<file path="src/rtl/deserialize_decrypt.sv">
// deserialize_decrypt: receive-side stage behind the MSB-first serializer.
// Reassembles a MSG_SIZE-bit ciphertext word from the serial stream, checks
// start/end framing, and presents the plaintext with sticky valid/error flags.
// Optional feature macro: DESER_DECRYPT_EN. When defined, the word is XORed
// with iKey repeated across the message. When undefined, the word passes
// through unmodified and iKey is ignored.
module deserialize_decrypt #(
    parameter int MSG_SIZE = 512,
    parameter int KEY_SIZE = 64
) (
    input  logic                      iClk,
    input  logic                      iRst,
    input  logic                      iSerial_in,
    input  logic                      iSerial_start,
    input  logic                      iSerial_end,
    input  logic [KEY_SIZE-1:0]       iKey,
    input  logic                      iClear,
    output logic [MSG_SIZE-1:0]       oPlaintext,
    output logic                      oValid,
    output logic                      oError,
    output logic [$clog2(MSG_SIZE):0] oBit_count
);

    localparam int            CW       = $clog2(MSG_SIZE) + 1;
    localparam logic [CW-1:0] MSG_LEN  = CW'(MSG_SIZE);
    localparam logic [CW-1:0] LAST_IDX = CW'(MSG_SIZE - 1);

    // LOAD is the single cycle after the last capture; the key is sampled
    // and the plaintext loaded on the edge that leaves it.
    typedef enum logic [2:0] {
        IDLE = 3'd0,
        RECV = 3'd1,
        LOAD = 3'd2,
        DONE = 3'd3,
        ERR  = 3'd4
    } state_t;

    state_t              state_r, state_s;
    logic [MSG_SIZE-1:0] sr_r, sr_s;
    logic [MSG_SIZE-1:0] plaintext_r, plaintext_s;
    logic                valid_r, valid_s;
    logic                error_r, error_s;
    logic [CW-1:0]       count_r, count_s;
    logic [MSG_SIZE-1:0] decoded_s;

`ifdef DESER_DECRYPT_EN
    // Key repeats every KEY_SIZE bits: bit i uses key bit i % KEY_SIZE.
    function automatic logic [MSG_SIZE-1:0] xor_key(
        input logic [MSG_SIZE-1:0] word,
        input logic [KEY_SIZE-1:0] key
    );
        return word ^ {(MSG_SIZE / KEY_SIZE){key}};
    endfunction

    // Decrypted view of the assembled word.
    always_comb begin
        decoded_s = xor_key(sr_r, iKey);
    end
`else
    logic unused_key_s;
    assign unused_key_s = ^iKey;

    // Pass-through view of the assembled word.
    always_comb begin
        decoded_s = sr_r;
    end
`endif

    // Next-state, capture and flag logic; iClear overrides everything.
    always_comb begin
        state_s     = state_r;
        sr_s        = sr_r;
        plaintext_s = plaintext_r;
        valid_s     = valid_r;
        error_s     = error_r;
        count_s     = count_r;
        if (iClear) begin
            state_s = IDLE;
            sr_s    = '0;
            valid_s = 1'b0;
            error_s = 1'b0;
            count_s = '0;
        end else begin
            case (state_r)
                IDLE: begin
                    if (iSerial_start) begin
                        sr_s    = {sr_r[MSG_SIZE-2:0], iSerial_in};
                        count_s = (count_r == MSG_LEN) ? count_r : count_r + CW'(1);
                        if (iSerial_end) begin
                            state_s = ERR;
                            error_s = 1'b1;
                            valid_s = 1'b0;
                        end else begin
                            state_s = RECV;
                        end
                    end else begin
                        state_s = IDLE;
                    end
                end
                RECV: begin
                    if (!iSerial_start) begin
                        state_s = ERR;
                        error_s = 1'b1;
                        valid_s = 1'b0;
                    end else begin
                        sr_s    = {sr_r[MSG_SIZE-2:0], iSerial_in};
                        count_s = (count_r == MSG_LEN) ? count_r : count_r + CW'(1);
                        if (count_r == LAST_IDX) begin
                            if (iSerial_end) begin
                                state_s = LOAD;
                            end else begin
                                state_s = ERR;
                                error_s = 1'b1;
                                valid_s = 1'b0;
                            end
                        end else if (iSerial_end) begin
                            state_s = ERR;
                            error_s = 1'b1;
                            valid_s = 1'b0;
                        end else begin
                            state_s = RECV;
                        end
                    end
                end
                LOAD: begin
                    plaintext_s = decoded_s;
                    valid_s     = 1'b1;
                    state_s     = DONE;
                end
                DONE: begin
                    state_s = DONE;
                end
                ERR: begin
                    state_s = ERR;
                end
                default: begin
                    state_s = IDLE;
                end
            endcase
        end
    end

    // State and output registers with asynchronous active-low reset.
    always_ff @(posedge iClk or negedge iRst) begin
        if (!iRst) begin
            state_r     <= IDLE;
            sr_r        <= '0;
            plaintext_r <= '0;
            valid_r     <= 1'b0;
            error_r     <= 1'b0;
            count_r     <= '0;
        end else begin
            state_r     <= state_s;
            sr_r        <= sr_s;
            plaintext_r <= plaintext_s;
            valid_r     <= valid_s;
            error_r     <= error_s;
            count_r     <= count_s;
        end
    end

    assign oPlaintext = plaintext_r;
    assign oValid     = valid_r;
    assign oError     = error_r;
    assign oBit_count = count_r;

endmodule

</file>
<file path="config.mk">
export PLATFORM = sky130hd
export DESIGN_NAME = deserialize_decrypt
export DESIGN_NICKNAME = d
export VERILOG_FILES = /design/src/rtl/deserialize_decrypt.sv
export SDC_FILE = /design/constraint.sdc
export NUM_CORES = 2
export LEC_CHECK = 0
export CORE_MARGIN = 3
export CORE_UTILIZATION = 49
export CTS_CLUSTER_DIAMETER = 60
export DETAILED_ROUTE_END_ITERATION = 10
export GPL_TIMING_DRIVEN = 0
export PLACE_DENSITY = 0.76
export RECOVER_POWER = 25
export SKIP_CTS_REPAIR_TIMING = 1
export SLEW_MARGIN = 25
export SYNTH_ARGS = -nofsm -noshare
export SYNTH_HDL_FRONTEND = slang
export SYNTH_SLANG_ARGS = --single-unit
</file>
<file path="constraint.sdc">
create_clock -name iClk -period 1.8 [get_ports iClk]
set_input_delay 0.54 -clock iClk [delete_from_list [all_inputs] [get_ports iClk]]
set_output_delay 0.54 -clock iClk [all_outputs]
set_load 0.01 [all_outputs]
</file>
==> qor.csv <==
metric,value,unit
register area share after synthesis,65.2,%
I/O pin cnt,594,
Final HPWL DP,67.0,mm
setup TNS,-38.36,ns
num rows,103,
fin crit period,1.96,ns
die area,0.0848,mm²
number of global-route vias before repair,27500,
core box area,0.0798,mm²
Initial DRT Pass Iterations,6,
number of antenna violations at the first check in global routing,1,
Pwr Total,0.0485,W
Slew @ Worst Pin,1.48,ns
Via Count,29100,
Synth area leader,dfrtp_1,
Final Wtd Congestion,0.830,
"Core Util, Final",68.2,%
Crit Path Max Fanout,8,
#FFs+latches synth,1039,
Post-synth top cells,"dfrtp_1 (1,039), nand2_1 (1,029), nand3_1 (512)",
Hold Slack,-0.239,ns
Sw Share,22.7,%
CP Launch Type,register,
Fillers,5335,
Die Ht,291,µm
FMAX,510,MHz
Post-DP Area,0.0467,mm²
Post-Syn Area,0.0399,mm²
Setup WS post-layout,-0.162,ns
DR WL/cell,21.2,µm
TritonCTS Sinks,1039,
"Hold Violations, Final",55,
Worst Setup Path Type,reg -> reg,
maxcap violations,0,
total CTS buffers,105,
final wirelength,114,mm
Hold Crit Class,in -> async,
vias per cell,5.42,
share of layout cells above drive strength 1,34.9,%
die width,291,µm
skew final,0.0362,ns
GRT overflow,0,
CTS HTree Levels,3,
clk_lat worst skew,0.67,ns
combinational power share,3.9,%
first-pass GRT wire length,156,mm
Post-DRT Antenna Nets,0,
failing checks,"hold timing, setup timing",
Static Leak,30.9,nW
Peak VDD IR,0.926,mV
final net count,4310,
most instantiated library cell after synthesis,dfrtp_1,
# port buffers,528,
Layout area overhead,36.5,%
Root Driver,clkbuf_16,
largest cells by area after synthesis,"dfrtp_1 (65%), mux2_2 (13%), nand2_1 (9.7%)",
status,finished with violations,
"Distinct cells, synth",42,
final instance area,0.0544,mm²
"Async S/R FF share, synth",100,%
crit end category,register,
DRT iter0 DRCs,1735,
CTS Buffer Depth,3,
Gate Count Post-Synth,3395,
Syn Nets,3469,
Sequential Power Share,48.3,%
initial core utilization,50.0,%
largest net degree at the start of global routing,144,
DRC Markers,0,
fin. max-slew vios,0,
"Reg clk slew, reported paths",0.06,ns
fin crit share,109,%
Pint,0.0375,W
top-area cell type share of the netlist area,65.2,%
PwrDens,891,mW/mm²
All-Layer GR Usage,22.9,%
unrepaired setup endpoints after global routing,yes,
Psw,0.0110,W
"Top FF cell, synth",dfrtp_1,
Required @ worst endpoint,2.35,ns
clock share of power,47.8,%
synthesized area per cell,11.7,µm²
data arrival at the endpoint of the critical path,2.51,ns
max_slew headroom,1.08,%
Post-synth EDFFs,0,
Synth Warn #,0,
CTS tree,built,
final setup vio count,604,
-- power by group through the flow --
stage	logic, W	clock network (W)	registers, W
CTS	0.00164	0.0235	0.0234
floorplan	0.000731	0	0.0238
global route	0.00209	0.0245	0.0234
global placement	0.00129	0	0.0239
detailed placement	0.00164	0	0.0238
finish	0.00190	0.0232	0.0234
-- critical path: stages, from the launching register on --
cell and delay, ns:
dfrtp_1 0.36, buf_6 0.15, nand2b_4 0.08, nor3_4 0.20, buf_12 0.18, buf_12 0.14, buf_6 0.10, clkbuf_16 0.16
buf_12 0.12, mux2_2 0.33
-- through the flow --
stage	setup WS, ns	std cells	hold slack [ns]
global placement	-50.07	4973	0.454
CTS	-0.911	5177	-0.168
floorplan	0.0216	3395	0.244
finish	-0.162	5376	-0.239
detailed placement	-1.54	4981	0.456
global route	-0.218	5376	-0.257
-- cell usage in the layout (no fill, tap or decap), drive strengths merged, types with 2 or more instances in the layout --
cell type      instances
a211oi                 2
a21oi                  4
and3                   2
buf                  362
bufinv                13
clkbuf               638
clkdlybuf4s50          2
clkinv                24
clkinvlp              10
dfrtp               1039
dlymetal6s2s         109
ha                     4
inv                    9
mux2                 513
mux2i                  2
nand2               1029
nand3                512
nor2                  12
nor3                   4
nor3b                  2
nor4                   2
o2111ai                4
o211ai                 2
o21ai                  3
xor2                   6
-- cell families after synthesis --
family,synth area share (%)
DFF,65.2
buffers and inverters,3.03
adders and majority gates,0.126
xor gates and xnor gates,0.132
muxes,14.5
and+or+nand+nor,16.6
AOI/OAI and AO/OA,0.355
-- layer usage --
layer	part of all wire [%]	GRT usage [%]	vias up
li1	-	-	13000
met1	39	28.9	14800
met2	49	37.4	1000
met3	8.1	7.39	255
met4	3.8	7.79	0
met5	0	0	-
-- registers in the layout, summed over array words and instances (netlist names) --
name and count:
oValid 1, decoded_s 512, state_r 3, oPlaintext 512
oError 1, oBit_count 10
-- worst paths after layout --
path	from	to	slack [ns]	cells after the start
worst max-delay path	state_r[1]	oPlaintext[92]	-0.16	9
worst min-delay path	iRst	decoded_s[131]	-0.24	1
worst max register to register	state_r[1]	oPlaintext[92]	-0.16	9
worst min register to register	decoded_s[511]	decoded_s[511]	0.46	2
max in group asynchronous	iRst	decoded_s[79]	0.21	2
min in group iClk	iSerial_start	state_r[0]	0.36	3
-- area by class of cell --
class	instances	area, µm²	share of cell area, %
timing repair buffer	735	6710	12.3
multi-input combinational	2119	14400	26.5
clock inverter	50	734	1.35
antenna	1	2.50	0.00460
sequential	1039	26000	47.8
clock buffer	146	3000	5.52
inverter	6	22.5	0.0414
tap	1050	1310	2.41
buffer	230	2200	4.05
Power figures use the tool's default switching activity.
